$ cat config.mk
export PLATFORM = sky130hd
export DESIGN_NAME = calc_arbiter
export DESIGN_NICKNAME = d
export VERILOG_FILES = /design/src/rtl/calc_pkg.sv /design/src/rtl/rr_arbiter.sv /design/src/rtl/calc_arbiter.sv
export SDC_FILE = /design/constraint.sdc
export NUM_CORES = 1
export LEC_CHECK = 0
export BUFFER_PORTS_ARGS = -buffer_cell sky130_fd_sc_hd__buf_2
export CORE_AREA = 2 2 93 86
export DETAILED_ROUTE_END_ITERATION = 8
export DIE_AREA = 0 0 95 88
export PLACE_DENSITY = 0.79
export SETUP_SLACK_MARGIN = 0.15
export SYNTH_ARGS = -nofsm -noshare
export SYNTH_HDL_FRONTEND = slang
export SYNTH_SLANG_ARGS = --single-unit
$ cat constraint.sdc
create_clock -name clk -period 2.9 [get_ports clk]
set_input_delay 0.58 -clock clk [delete_from_list [all_inputs] [get_ports clk]]
set_output_delay 0.58 -clock clk [all_outputs]
set_load 0.005 [all_outputs]
$ cat src/rtl/calc_pkg.sv
// Shared definitions for the calculator arbiter: ALU opcodes, datapath widths and
// the IDLE/ISSUE/RESP state encoding.
package calc_pkg;

  localparam int DATA_W = 8;
  localparam int RES_W  = 16;
  localparam int OP_W   = 3;
  localparam int CNT_W  = 4;

  localparam logic [OP_W-1:0] OP_ADD = 3'b000;
  localparam logic [OP_W-1:0] OP_SUB = 3'b001;
  localparam logic [OP_W-1:0] OP_MUL = 3'b010;
  localparam logic [OP_W-1:0] OP_DIV = 3'b011;
  localparam logic [OP_W-1:0] OP_MOD = 3'b100;
  localparam logic [OP_W-1:0] OP_AND = 3'b101;
  localparam logic [OP_W-1:0] OP_XOR = 3'b110;
  localparam logic [OP_W-1:0] OP_OR  = 3'b111;

  typedef enum logic [1:0] {
    S_IDLE  = 2'd0,
    S_ISSUE = 2'd1,
    S_RESP  = 2'd2
  } state_e;

  function automatic logic is_div_zero(input logic [OP_W-1:0] op,
                                       input logic [DATA_W-1:0] b);
    return (op == OP_DIV) && (b == '0);
  endfunction

endpackage

$ cat src/rtl/rr_arbiter.sv
// Combinational round-robin pick: lowest requester at/after ptr wins, else the
// lowest requester overall (wrap-around).
module rr_arbiter #(
  parameter int NUM_REQ = 4,
  parameter int ID_W    = $clog2(NUM_REQ)
) (
  input  logic [NUM_REQ-1:0] req,
  input  logic [ID_W-1:0]    ptr,
  output logic [NUM_REQ-1:0] grant,
  output logic [ID_W-1:0]    grant_idx,
  output logic               grant_any
);

  logic [NUM_REQ-1:0] hi_req;
  logic [ID_W-1:0]    idx_hi;
  logic [ID_W-1:0]    idx_lo;

  always_comb begin
    hi_req = '0;
    idx_hi = '0;
    idx_lo = '0;
    for (int i = 0; i < NUM_REQ; i++) begin
      hi_req[i] = req[i] && (i >= int'(ptr));
    end
    // Scan downward so the lowest set index is the one left standing.
    for (int i = NUM_REQ - 1; i >= 0; i--) begin
      if (req[i])    idx_lo = ID_W'(i);
      if (hi_req[i]) idx_hi = ID_W'(i);
    end
    grant_any = |req;
    grant_idx = (|hi_req) ? idx_hi : idx_lo;
    grant     = grant_any ? (NUM_REQ'(1) << grant_idx) : '0;
  end

endmodule

$ cat src/rtl/calc_arbiter.sv
// Shares one combinational ALU between NUM_REQ requesters: round-robin grant,
// registered operands, fixed settle time, captured and tagged response.
module calc_arbiter
  import calc_pkg::*;
#(
  parameter int NUM_REQ       = 4,
  parameter int SETTLE_CYCLES = 1,
  parameter int ID_W          = $clog2(NUM_REQ)
) (
  input  logic                      clk,
  input  logic                      rst_n,
  input  logic [NUM_REQ-1:0]        req_valid,
  output logic [NUM_REQ-1:0]        req_ready,
  input  logic [NUM_REQ*DATA_W-1:0] req_a,
  input  logic [NUM_REQ*DATA_W-1:0] req_b,
  input  logic [NUM_REQ*OP_W-1:0]   req_op,
  output logic [DATA_W-1:0]         alu_a,
  output logic [DATA_W-1:0]         alu_b,
  output logic [OP_W-1:0]           alu_op,
  input  logic [RES_W-1:0]          alu_out,
  input  logic                      alu_carry,
  input  logic                      alu_zero,
  output logic                      rsp_valid,
  input  logic                      rsp_ready,
  output logic [ID_W-1:0]           rsp_id,
  output logic [RES_W-1:0]          rsp_data,
  output logic                      rsp_carry,
  output logic                      rsp_zero,
  output logic                      rsp_err,
  output logic                      busy,
  output logic [15:0]               op_count
);

  state_e              state_q, state_d;
  logic [ID_W-1:0]     ptr_q, ptr_d;
  logic [ID_W-1:0]     rsp_id_q, rsp_id_d;
  logic [CNT_W-1:0]    cnt_q, cnt_d;
  logic                err_q, err_d;
  logic [DATA_W-1:0]   alu_a_q, alu_a_d, alu_b_q, alu_b_d;
  logic [OP_W-1:0]     alu_op_q, alu_op_d;
  logic                rsp_valid_q, rsp_valid_d;
  logic [RES_W-1:0]    rsp_data_q, rsp_data_d;
  logic                rsp_carry_q, rsp_carry_d;
  logic                rsp_zero_q, rsp_zero_d;
  logic                rsp_err_q, rsp_err_d;
  logic [15:0]         op_count_q, op_count_d;

  logic [NUM_REQ-1:0]  grant;
  logic [ID_W-1:0]     grant_idx;
  logic                grant_any;
  logic [DATA_W-1:0]   sel_a, sel_b;
  logic [OP_W-1:0]     sel_op;

  rr_arbiter #(.NUM_REQ(NUM_REQ), .ID_W(ID_W)) u_rr (
    .req       (req_valid),
    .ptr       (ptr_q),
    .grant     (grant),
    .grant_idx (grant_idx),
    .grant_any (grant_any)
  );

  always_comb begin
    sel_a  = '0;
    sel_b  = '0;
    sel_op = '0;
    for (int i = 0; i < NUM_REQ; i++) begin
      if (ID_W'(i) == grant_idx) begin
        sel_a  = req_a[i*DATA_W +: DATA_W];
        sel_b  = req_b[i*DATA_W +: DATA_W];
        sel_op = req_op[i*OP_W +: OP_W];
      end
    end
  end

  always_comb begin
    // NOTE: every _d starts as its _q, so no branch below can leave a latch behind.
    state_d     = state_q;
    ptr_d       = ptr_q;
    rsp_id_d    = rsp_id_q;
    cnt_d       = cnt_q;
    err_d       = err_q;
    alu_a_d     = alu_a_q;
    alu_b_d     = alu_b_q;
    alu_op_d    = alu_op_q;
    rsp_valid_d = rsp_valid_q;
    rsp_data_d  = rsp_data_q;
    rsp_carry_d = rsp_carry_q;
    rsp_zero_d  = rsp_zero_q;
    rsp_err_d   = rsp_err_q;
    op_count_d  = op_count_q;
    case (state_q)
      S_IDLE: begin
        if (grant_any) begin
          alu_a_d  = sel_a;
          alu_b_d  = sel_b;
          alu_op_d = sel_op;
          rsp_id_d = grant_idx;
          ptr_d    = (grant_idx == ID_W'(NUM_REQ - 1)) ? '0 : grant_idx + ID_W'(1);
          cnt_d    = CNT_W'(SETTLE_CYCLES - 1);
          err_d    = is_div_zero(sel_op, sel_b);
          state_d  = S_ISSUE;
        end
      end
      S_ISSUE: begin
        if (cnt_q == '0) begin
          // A blocked divide keeps the normal latency but reports zeros.
          rsp_valid_d = 1'b1;
          rsp_err_d   = err_q;
          rsp_data_d  = err_q ? '0 : alu_out;
          rsp_carry_d = err_q ? 1'b0 : alu_carry;
          rsp_zero_d  = err_q ? 1'b0 : alu_zero;
          state_d     = S_RESP;
        end else begin
          cnt_d = cnt_q - CNT_W'(1);
        end
      end
      S_RESP: begin
        if (rsp_ready) begin
          rsp_valid_d = 1'b0;
          op_count_d  = op_count_q + 16'd1;
          state_d     = S_IDLE;
        end
      end
      default: state_d = S_IDLE;
    endcase
  end

  // NOTE: non-blocking assignments here, so every flop samples pre-edge _d values.
  always_ff @(posedge clk or negedge rst_n) begin
    if (!rst_n) begin
      state_q     <= S_IDLE;
      ptr_q       <= '0;
      rsp_id_q    <= '0;
      cnt_q       <= '0;
      err_q       <= 1'b0;
      alu_a_q     <= '0;
      alu_b_q     <= '0;
      alu_op_q    <= '0;
      rsp_valid_q <= 1'b0;
      rsp_data_q  <= '0;
      rsp_carry_q <= 1'b0;
      rsp_zero_q  <= 1'b0;
      rsp_err_q   <= 1'b0;
      op_count_q  <= '0;
    end else begin
      state_q     <= state_d;
      ptr_q       <= ptr_d;
      rsp_id_q    <= rsp_id_d;
      cnt_q       <= cnt_d;
      err_q       <= err_d;
      alu_a_q     <= alu_a_d;
      alu_b_q     <= alu_b_d;
      alu_op_q    <= alu_op_d;
      rsp_valid_q <= rsp_valid_d;
      rsp_data_q  <= rsp_data_d;
      rsp_carry_q <= rsp_carry_d;
      rsp_zero_q  <= rsp_zero_d;
      rsp_err_q   <= rsp_err_d;
      op_count_q  <= op_count_d;
    end
  end

  assign req_ready = (rst_n && state_q == S_IDLE) ? grant : '0;
  assign alu_a     = alu_a_q;
  assign alu_b     = alu_b_q;
  assign alu_op    = alu_op_q;
  assign rsp_valid = rsp_valid_q;
  assign rsp_id    = rsp_id_q;
  assign rsp_data  = rsp_data_q;
  assign rsp_carry = rsp_carry_q;
  assign rsp_zero  = rsp_zero_q;
  assign rsp_err   = rsp_err_q;
  assign busy      = (state_q != S_IDLE);
  assign op_count  = op_count_q;

endmodule

### After elaboration in Yosys (flattened, before gate mapping)

Cells that the tools add are included.

* flip-flop bits (word level): 66
* bits in latches: 0
* memories: 0
* ROM bits: 0
* RAM bits: 0
* input port bits: 101

* shifts and indexed selects: 1
* equal/unequal tests: 11
* order comparisons: 3
* div/mod/pow operators: 0
* muxes and demuxes: 36
* reduce and logical (&&, ||, !) cells: 20
* bitwise operators: 0
* multipliers: 0
* add/sub/neg operators: 3

Operators with widths (number)
* $mux 8: 8
* $mux 2: 12
* $add 16x1->16 const B: 1
* $mux 16: 1
* $mux 4: 4
* $mux 3: 4
* $reduce_and 3->1: 3
* $logic_not 8->1: 1
* $ne 2x2->1 const B: 4
* $pmux 4 s2: 1
* $reduce_or 4->1: 2
* $pmux 2 s3: 1
* $reduce_and 2->1: 3
* $reduce_bool 2->1: 3
* $logic_and 1x1->1: 5
* $eq 2x2->1 const A: 2
* $eq 2x2->1 const B: 2
* $ge 1x2->1 const A: 2
* $logic_not 2->1: 2
* $logic_not 4->1: 1
* $mux 1: 4
* $shl 1x2->4 const A: 1
* $sub 4x1->4 const B: 1
* $eq 3x2->1 const B: 1
* 5 further kinds: 5

### Logic depth before layout (Yosys ltp)

Gate-level depths: netlist of run 1.

* depth in word-level cells: 13
* depth in mapped cells: 12

### Hierarchy

Synthesis of run 1 repeated with hierarchy kept, for this count alone.

* cell total of the unflattened synthesis: 370
* area, all modules: 3490.8 sq um

Modules (own cells, without submodules)
* calc_arbiter: times used 1, area each 3248.1 sq um, sequential area each 1651.6 sq um, cells each 337
* rr_arbiter: times used 1, area each 242.7 sq um, sequential area each 0.0 sq um, cells each 33

### Least setup slack after synthesis of run 1

OpenSTA, ideal clock, no wires.

* path kind: in2out
* start: input req_valid[2]
* end: output req_ready[3]
* path buffers: 2
* required time: 2320 ps
* path slack: 224 ps
* stages: 7
* arrival time: 2096 ps
* cells stage by stage: mux2i_1 -> nor2_1 -> nor3_1 -> ha_1 -> clkbuf_1 -> clkbuf_1 -> and3_1

* cells in the longest elaborated chain, start to end: 8
* elaborated cells on any way between the ends: 13
* classes of those cells: shift: 1; mux: 9; reduce/logical: 3

RTL lines
* start, declared: line calc_arbiter.sv:12 `input logic [NUM_REQ-1:0] req_valid,`
* $logic_and 1x1->1: line rr_arbiter.sv:23 `hi_req[i] = req[i] && (i >= int'(ptr));`
* $mux 2 (3 in series): line rr_arbiter.sv:28 `if (hi_req[i]) idx_hi = ID_W'(i);`
* $mux 2 *: line rr_arbiter.sv:31 `grant_idx = (|hi_req) ? idx_hi : idx_lo;`
* named net grant_idx[0]: line calc_arbiter.sv:49 `logic [ID_W-1:0] grant_idx;`
* $shl 1x2->4 *: line rr_arbiter.sv:32 `grant = grant_any ? (NUM_REQ'(1) << grant_idx) : '0;`
* $mux 4 *: line rr_arbiter.sv:32
* $mux 4 *: line calc_arbiter.sv:163 `assign req_ready = (rst_n && state_q == S_IDLE) ? grant : '0;`
* end, declared: line calc_arbiter.sv:13 `output logic [NUM_REQ-1:0] req_ready,`

The timed path passes the listed nets; every way through them passes the cells marked *.

### Worst setup path after layout of run 1

* start: register ptr_q[1]
* end: register err_q

* cells in the longest elaborated chain, start to end: 13
* elaborated cells on any way between the ends: 26
* classes of those cells: order compare: 3; eq/ne: 4; mux: 12; reduce/logical: 7

RTL lines
* start, declared: line calc_arbiter.sv:35 `logic [ID_W-1:0] ptr_q, ptr_d;`
* start signal, assigned: line calc_arbiter.sv:147 `ptr_q <= ptr_d;`
* $ge 2x2->1: line rr_arbiter.sv:23
* $logic_and 1x1->1: line rr_arbiter.sv:23
* $mux 2 (3 in series): line rr_arbiter.sv:28
* $mux 2 *: line rr_arbiter.sv:31
* named net grant_idx[0]: line calc_arbiter.sv:49
* $logic_not 2->1: line calc_arbiter.sv:67 `if (ID_W'(i) == grant_idx) begin`
* $mux 8 / $mux 3 (equally long branches) (4 in series): line calc_arbiter.sv:67
* $logic_not 8->1 / $eq 3x2->1 (equally long branches): line calc_pkg.sv:27 `return (op == OP_DIV) && (b == '0);`
* $logic_and 1x1->1 *: line calc_pkg.sv:27
* end signal, assigned: line calc_arbiter.sv:150 `err_q <= err_d;`
* end, declared: line calc_arbiter.sv:38 `logic err_q, err_d;`

Marked as above.
A chain may end at the register's enable or synchronous reset.

==> results.yml, run 1 <==
job:
  drv_cap: 0
setup_path:
  r2r_setup_slack_ps: 280
  critPathLaunch: "ptr_q[1]"
  crit_path_start_kind: "register"
  crit_type: "reg -> reg"
  reg2reg_from: "ptr_q[1]"
  critPathMaxStageDelay_ps: 410
  slowest_stage: "dfrtp_2"
  crit_chain: "mux2i_1 > nor2_1 > nor3_2 > inv_1 > ha_1 > or2_1 > a221oi_1 > o22ai_1 > nor3_1 > a32o_1"
  worstPathRequired_ps: 3180
  crit_path_max_fanout: 10
  cp-endpoint: "err_q"
  rr_worst_depth: 10
  critical_path_arrival_ps: 2900
  end_kind: "register"
  r2r_end: "err_q"
sta:
  min_period_ps: 2622
  fmax_mhz: 381.5
  hold_violations: 0
  slew_violations: 0
  clock_skew_ps: 8.505
  timing.slew.headroom_pct: 63.81
  setup_viol: 0
  period_share_pct: 90.40
  rsz0062_at_grt: "no"
  worst_slew_pin_slew_ps: 542.8
min_path:
  hp-class: "in -> async"
floorplan:
  num_rows: 30
  io_pins: 163
  die_h_microns: 88
  fp.dieArea_sq_um: 8360
  die_w_microns: 95
  floorplan.initialDensity_pct: 45.16
  core-area_sq_um: 7395
synthesis:
  async_reset_ff_share_pct: 100.0
  synth-seq-cells: 66
  synth_top_area_share_pct: 49.46
  ys.flop_type: "dfrtp_1"
  synth_area_leaders: "dfrtp_1 (49%), nand2_1 (6.2%), o21ai_0 (4.9%)"
  synth.largest_area_cell: "dfrtp_1"
  syn_avg_cell_area_sq_um: 9.487
  synth_edf_count: 0
  netlist_area_sq_um: 3339
  synth_nets: 459
  ys_seq_area_share_pct: 49.46
  syn_inst: 352
  yosysWarnings: 0
  synth_cell_type_count: 40
cells_and_area:
  layout_common_cells: "buf_2 (162), dfrtp_1 (65), nand2_1 (55), o21ai_0 (33), nand2b_1 (19)"
  layout_commonest_cell: "buf_2"
  final_core_util_pct: 60.83
  nFillCells: 654
  multi_input_area_sq_um: 1550
  drive_above_1_share_pct: 38.73
  areaGrowthSynthToFinish_pct: 34.69
  regArea_sq_um: 1653
  nNetsFinal: 621
detailed_routing:
  vias: 3238
  wl_per_cell_microns: 14.94
  remaining_drc_errors: 0
  drt.antenna.violating_nets: 0
  dr.pass1.iters: 4
  drtIter0Drc: 145
  drt-total-wl_microns: 9200
  via_per_inst: 5.256
clock_tree:
  holdBufCountCts: 0
  post_cts_buffers: 0
  insertion_delay_ps: 340
  cts_buffers: 9
  path_clk_slew_ps: 80
  cts_tree: "built"
  cts_root_buffer: "clkbuf_8"
  cts_max_path_buffers: 2
  htreeDepth: 3
  clock-sinks: 66
global_routing:
  antenna_found_initial: 1
  grt_util_all_layers_pct: 22.54
  grt_pass1_vias: 3087
  grt_overflow: 0
  grt_first_pass_wirelength_microns: 14500
  grt_start_max_net_pins: 41
power_and_ir_drop:
  p_leak_nw: 2.320
  ir_drop_mv: 0.4576
  p_total_mw: 4.221
  power_density_nw_per_um2: 938.5
place:
  gp_congestion: 0.9113
  dp_hpwl_microns: 7132
  port_buffers: 162
outcome:
  status: "completed"
[sequential cells by signal, indices dropped and copies added, names as in the netlist]
signal     cells
op_count      16
rsp_data      16
alu_a          8
alu_b          8
cnt_q          4
alu_op         3
ptr_q          2
rsp_id         2
state_q        2
err_q          1
rsp_carry      1
rsp_err        1
rsp_valid      1
rsp_zero       1
[worst max-delay path, delay by kind of cell, from the launching register on]
| family | cells | cell delay [ps] |
|---|---|---|
| AND/OR/NAND/NOR | 4 | 930 |
| adder cells (fa/ha/maj) | 1 | 210 |
| multiplexers | 1 | 200 |
| flip-flops | 1 | 410 |
| buffers and inverters | 1 | 120 |
| AO/OA/AOI/OAI | 3 | 690 |
[worst min-delay path by stage]
stage	start	endpoint	slack (ps)	cells after the start
CTS	rst_n	op_count[12]	60	1
global route	rst_n	op_count[12]	60	1
finish	rst_n	op_count[12]	80	1
detailed placement	rst_n	op_count[12]	440	1
floorplan	rst_n	alu_a[0]	280	0
global placement	rst_n	op_count[12]	430	1
[routing by layer]
layer | wire length, microns | up-vias | GRT usage, %
met5 | 0 | - | 0
met2 | 4601 | 141 | 39.59
met3 | 588 | 20 | 5.680
met1 | 3743 | 1505 | 26.70
li1 | - | 1572 | -
met4 | 267 | 0 | 8.564
[area by class of cell]
cell class / instances / area share [%]
clock inverter: 6 / 2.031
multi-input combinational: 252 / 34.46
clock buffer: 10 / 2.837
tap: 96 / 2.670
timing repair buffer: 175 / 20.36
antenna: 1 / 0.05563
inverter: 10 / 0.8345
sequential: 66 / 36.75
[kinds of logic after synthesis]
| logic type | Yosys count | synth area share (%) |
|---|---|---|
| buffers and inverters | 34 | 4.721 |
| DFF | 66 | 49.46 |
| AOI/OAI and AO/OA | 90 | 17.68 |
| xor gates and xnor gates | 17 | 4.459 |
| muxes | 4 | 1.424 |
| adders and majority gates | 6 | 2.248 |
| and+or+nand+nor | 135 | 20.01 |
[cell usage after synthesis (3+ instances only)]
library cell	instances
clkbuf_1	15
o22ai_1	12
nor3_1	10
inv_1	10
nor4_1	3
o31ai_1	7
nor2b_1	9
xor2_1	3
xnor2_1	14
buf_2	5
nand2_1	55
a21oi_1	13
a221o_1	3
ha_1	6
o21ai_0	33
a221oi_1	14
nand2b_1	20
nor2_1	13
and3_1	5
nand3_1	8
buf_6	3
nand4_1	4
dfrtp_1	66
[per-stage QoR]
stage	setup WS, ps	instances	TNS (ps)	hold slack [ps]	cell area [sq um]
global placement	59.33	599	0	430.2	4248
CTS	166.1	615	0	61.85	4478
detailed placement	-80.54	599	-80.54	439.7	4248
global route	161.4	616	0	60.37	4498
finish	278.4	616	0	80.50	4498
floorplan	223.9	352	0	284.4	3339
[where the power goes]
part / internal [mW] / switching, mW / leakage [nW]
sequential: 1.27 / 0.211 / 0.839
clock: 0.485 / 0.361 / 0.0987
combinational: 0.844 / 1.05 / 1.38
total: 2.60 / 1.62 / 2.32
[timing repair]
action / in CTS / in global routing
hold endpoints to repair: 0 / 0
resized for setup: 3 / 5
pin swaps: 0 / 1
endpoints found under the setup margin: 4 / 4
cloned: 0 / 0
Note: power is estimated with default switching activity, not from simulation.
==> run 2, diff against run 1 <==
clock period = 2.59 ns   (was 2.9 ns; I/O delays follow)
==> run 2 against run 1 <==
  * Combinational power grew 36%
  * Sequential share of layout area shrank 2.7 points
  * Via count grew 3.7%
  * Total power grew 23%
  * Utilization grew 4.8 points
  * Sequential cell count is the same
  * Die area is the same
  * Worst hold slack gained 230 ps
  * Largest cell class is now multi-input gates
  * Highest routed layer unchanged
==> results.yml, run 2 (synthesis gave the netlist of run 1 again) <==
setup_path:
  crit_path_start_kind: "register"
  end_kind: "register"
  crit_chain: "a21oi_1 > o21a_1 > o22ai_2 > inv_1 > ha_2 > or2_4 > buf_4 > a221oi_1 > nor2_1 > nor4_2 > a32o_1"
  crit_type: "reg -> reg"
  critPathLaunch: "ptr_q[1]"
  critical_path_arrival_ps: 2810
  crit_path_max_fanout: 9
  worstPathRequired_ps: 2850
  reg2reg_from: "ptr_q[1]"
  slowest_stage: "dfrtp_2"
  critPathMaxStageDelay_ps: 410
sta:
  worst_hold_slack_ps: 313.0
  hold_violations: 0
  timing.slew.headroom_pct: 65.79
  period_share_pct: 98.21
  rsz0062_at_grt: "yes"
  fmax_mhz: 393.1
  setup_viol: 0
  slew_violations: 0
  timing.setup.tns_ps: 0
  worst_slew_pin_slew_ps: 513.1
  min_period_ps: 2544
  clock_skew_ps: 13.19
floorplan:
  die_w_microns: 95
  core-area_sq_um: 7395
  fp.dieArea_sq_um: 8360
  num_rows: 30
  die_h_microns: 88
  io_pins: 163
  floorplan.initialDensity_pct: 45.16
detailed_routing:
  drtIter0Drc: 122
  wl_per_cell_microns: 15.29
  drt.antenna.violating_nets: 0
  vias: 3358
  dr.pass1.iters: 4
  drt-total-wl_microns: 9758
  via_per_inst: 5.263
  remaining_drc_errors: 0
clock_tree:
  cts_root_buffer: "clkbuf_8"
  cts_buffers: 9
  cts_tree: "built"
  insertion_delay_ps: 330
  path_clk_slew_ps: 80
  holdBufCountCts: 0
  clock-sinks: 66
  cts_max_path_buffers: 2
  htreeDepth: 3
cells_and_area:
  regArea_sq_um: 1653
  antennaDiodeCount: 0
  layout_commonest_cell: "buf_2"
  layout_common_cells: "buf_2 (161), dfrtp_1 (65), nand2_1 (55), o21ai_0 (30), buf_4 (29)"
  fin_cells: 638
  nFillCells: 588
  multi_input_area_sq_um: 1697
  areaGrowthSynthToFinish_pct: 45.41
  nNetsFinal: 644
  drive_above_1_share_pct: 46.49
global_routing:
  grt_first_pass_wirelength_microns: 14880
  grt_pass1_vias: 3220
  grt_overflow: 0
  grt_start_max_net_pins: 41
  antenna_found_initial: 0
  grt_util_all_layers_pct: 23.02
outcome:
  status: "completed"
place:
  dp_cells: 613
  dp_hpwl_microns: 7240
  port_buffers: 162
  gp_congestion: 0.8885
job:
  drv_cap: 0
min_path:
  hp-class: "in -> async"
power_and_ir_drop:
  power_density_nw_per_um2: 1070
  ir_drop_mv: 0.5944
  p_total_mw: 5.196
  p_leak_nw: 2.466
## run 2: cell count changes in the layout (fill, tap and decap cells not counted), moves of 4 or more
cell and delta:
o22ai_2 +6, buf_4 +17, ha_1 -4, buf_6 +5, o22ai_1 -6, a221oi_1 -8, a221oi_2 +7
## run 2: final timing paths
check	end	slack, ps	cells after the start
worst max-delay path	err_q	50	11
worst min-delay path	op_count[4]	310	2
worst max register to register	err_q	50	11
worst min register to register	rsp_data[9]	480	2
max in group asynchronous	rsp_data[3]	2010	2
min in group clk	state_q[1]	420	2
## run 2: power breakdown
group	total [mW]	internal [mW]	switching (mW)	leakage (nW)
clock network	0.940	0.540	0.400	0.105
logic	2.59	1.24	1.35	1.52
registers	1.66	1.42	0.240	0.839
total	5.20	3.20	1.99	2.47
## run 2: through the flow
| stage | area, sq um | setup slack (ps) | utilization (%) |
|---|---|---|---|
| detailed placement | 4364 | -164.6 | 59.02 |
| global placement | 4364 | -88.68 | 59.02 |
| floorplan | 3352 | 202.6 | - |
| global route | 4856 | -61.89 | 65.67 |
| finish | 4856 | 46.39 | 65.67 |
| CTS | 4716 | 85.08 | 63.77 |
## run 2: timing repair
item	4_1_cts	5_1_grt
gates resized for setup	23	25
pin swaps	5	7
buffers inserted	5	3
setup endpoints to repair	6	16
gates cloned	0	1
## run 2: layout make-up
| class | count | share of cell area (%) |
|---|---|---|
| sequential | 66 | 34.04 |
| clock inverter | 7 | 1.932 |
| clock buffer | 9 | 2.551 |
| inverter | 10 | 0.8503 |
| timing repair buffer | 197 | 23.06 |
| multi-input combinational | 252 | 34.94 |
| timing repair inverter | 1 | 0.1546 |
| tap | 96 | 2.474 |
## run 2: critical path, delay by kind of cell (launching register included)
kind / cells / cell delay (ps)
compound gates: 5 / 870
simple gates: 3 / 690
flops: 1 / 410
buf+inv: 2 / 280
fa+ha+maj: 1 / 230
## run 2: layer usage
layer / wire length (microns) / up-vias / global-route usage, %
met1: 3926 / 1585 / 27.96
met5: 0 / - / 0
li1: - / 1614 / -
met4: 123 / 0 / 8.169
met2: 5076 / 147 / 40.94
met3: 631 / 12 / 4.389
==> run 3, diff against run 2 <==
CORE_AREA = 2 2 89 91   (was 2 2 93 86)
DIE_AREA = 0 0 91 93   (was 0 0 95 88)
PLACE_DENSITY = 0.78   (was 0.79)
==> run 3 against run 2 <==
  * Clock-buffer cell count rose by 1
  * Sequential cell count did not move
  * Global-route usage fell by 1.6 points
  * Sequential share of layout area fell by 1.1 points
  * Routed wire length rose by 3.1%
  * Combinational power rose by 7.7%
  * Non-clock buffer count rose by 5
  * Sequential power barely moved
  * First-iteration DRC count fell by 27%
  * Critical path type is now reg -> out
==> results.yml, run 3 (synthesis gave the netlist of run 1 again) <==
outcome:
  status: "completed"
place:
  dp_cells: 615
  preCtsSetupSlack_ps: -164.6
  dp_hpwl_microns: 6864
  port_buffers: 162
  placed_area_sq_um: 4354
  gp_congestion: 0.9361
clock_tree:
  path_clk_slew_ps: 80
  htreeDepth: 3
  insertion_delay_ps: 340
  cts_buffers: 9
  cts_root_buffer: "clkbuf_8"
  cts_tree: "built"
  cts_max_path_buffers: 2
  clock-sinks: 66
cells_and_area:
  stdcell_area_sq_um: 5020
  drive_above_1_share_pct: 47.07
  regArea_sq_um: 1653
  final_core_util_pct: 66.69
  nNetsFinal: 648
  fin_cells: 648
  multi_input_area_sq_um: 1745
  areaGrowthSynthToFinish_pct: 50.32
  layout_commonest_cell: "buf_2"
  layout_common_cells: "buf_2 (162), dfrtp_1 (65), nand2_1 (55), o21ai_0 (31), buf_4 (30)"
  antennaDiodeCount: 0
  nFillCells: 617
detailed_routing:
  drt-total-wl_microns: 10060
  wl_per_cell_microns: 15.53
  via_per_inst: 5.299
  drtIter0Drc: 89
  dr.pass1.iters: 4
  drt.antenna.violating_nets: 0
  vias: 3434
  remaining_drc_errors: 0
power_and_ir_drop:
  p_switching_mw: 2.066
  p_int_mw: 3.548
  power_density_nw_per_um2: 1118
  pwr-share-clk_pct: 20.8
  p_leak_nw: 2.547
  combPwrFrac_pct: 49.7
  seqPwrFrac_pct: 29.6
  ir_drop_mv: 0.7065
  sw_frac_of_total_pct: 36.80
  p_total_mw: 5.613
min_path:
  hp-class: "in -> reg"
global_routing:
  grt_overflow: 0
  met1_usage_pct: 25.64
  grt_start_max_net_pins: 42
  top_usage_layer: "met2"
  antenna_found_initial: 0
  grt_util_all_layers_pct: 21.39
  met2_usage_pct: 36.79
  grt_first_pass_wirelength_microns: 14560
  grt_pass1_vias: 3159
  met3_usage_pct: 4.915
setup_path:
  crit_buf_inv: 3
  critical_path_arrival_ps: 2000
  cp_top_family: "simple AND/OR/NAND/NOR gates"
  crit_chain: "mux2i_2 > nor2_1 > nor3_2 > buf_4 > ha_4 > buf_6 > and3_1 > buf_2"
  end_kind: "output pin"
  crit_path_max_fanout: 5
  slowest_stage: "dfrtp_2"
  crit_path_start_kind: "register"
  critPathMaxStageDelay_ps: 410
  crit_type: "reg -> out"
  worstPathRequired_ps: 2070
floorplan:
  floorplan.initialDensity_pct: 44.37
  io_pins: 163
  fp.dieArea_sq_um: 8463
  die_w_microns: 91
  die_h_microns: 93
  num_rows: 32
  core-area_sq_um: 7527
sta:
  hold_violations: 0
  slew_violations: 0
  timing.slew.headroom_pct: 64.73
  setup_viol: 0
  fin_ws_ps: 74.01
  min_period_ps: 2516
  timing.setup.tns_ps: 0
  fmax_mhz: 397.5
  worst_hold_slack_ps: 433.9
  clock_skew_ps: 11.59
  rsz0062_at_grt: "yes"
  worst_slew_pin_slew_ps: 529.1
  period_share_pct: 97.14
job:
  drv_cap: 0
-- run 3: cell count changes in the layout (fill, tap and decap cells not counted), sizes merged --
cell         change
buf              +4
clkinvlp         -3
bufinv           +2
clkbuf           +1
clkinv           -1
dlygate4sd3      +1
-- run 3: path summary, 6_finish.rpt --
check | cells past startpoint | slack [ps] | end | start
min in group asynchronous | 2 | 580 | alu_a[5] | rst_n
min | 3 | 430 | rsp_data[11] | alu_out[11]
max in group asynchronous | 3 | 1240 | ptr_q[1] | rst_n
min reg2reg | 1 | 470 | op_count[15] | op_count[15]
max | 8 | 70 | req_ready[3] | ptr_q[1]
max reg2reg | 11 | 80 | err_q | ptr_q[1]
-- run 3: tightest hold or removal path: stages --
cell and delay, ps:
buf_2 100, nand2b_1 50, o21ai_0 60
-- run 3: repair_timing --
| action | 4_1_cts | 5_1_grt |
|---|---|---|
| setup buffers | 4 | 12 |
| hold buffers | 1 | 0 |
| pin swaps | 5 | 10 |
| resized for setup | 14 | 41 |
| setup endpoints to repair | 6 | 13 |
| endpoints found under the hold margin | 1 | 0 |
-- run 3: cell type report --
cell class	instances	area share, %
inverter	10	0.8225
multi-input combinational	252	34.77
tap	102	2.542
sequential	66	32.93
clock buffer	10	2.742
clock inverter	6	2.742
timing repair buffer	202	23.45
-- run 3: power groups by stage --
stage	Sequential (mW)	Clock, mW	Combinational (mW)
3_3_place_gp	1.66	0	2.16
5_1_grt	1.71	1.24	3.08
4_1_cts	1.66	1.19	2.34
2_1_floorplan	1.67	0	1.33
3_5_place_dp	1.67	0	2.23
6_report	1.66	1.17	2.79
-- run 3: per-layer routing --
metal | up-vias | part of all wire (%)
met4 | 0 | 3.9
met1 | 1602 | 39
met5 | - | 0
met3 | 35 | 6.7
li1 | 1625 | -
met2 | 172 | 50
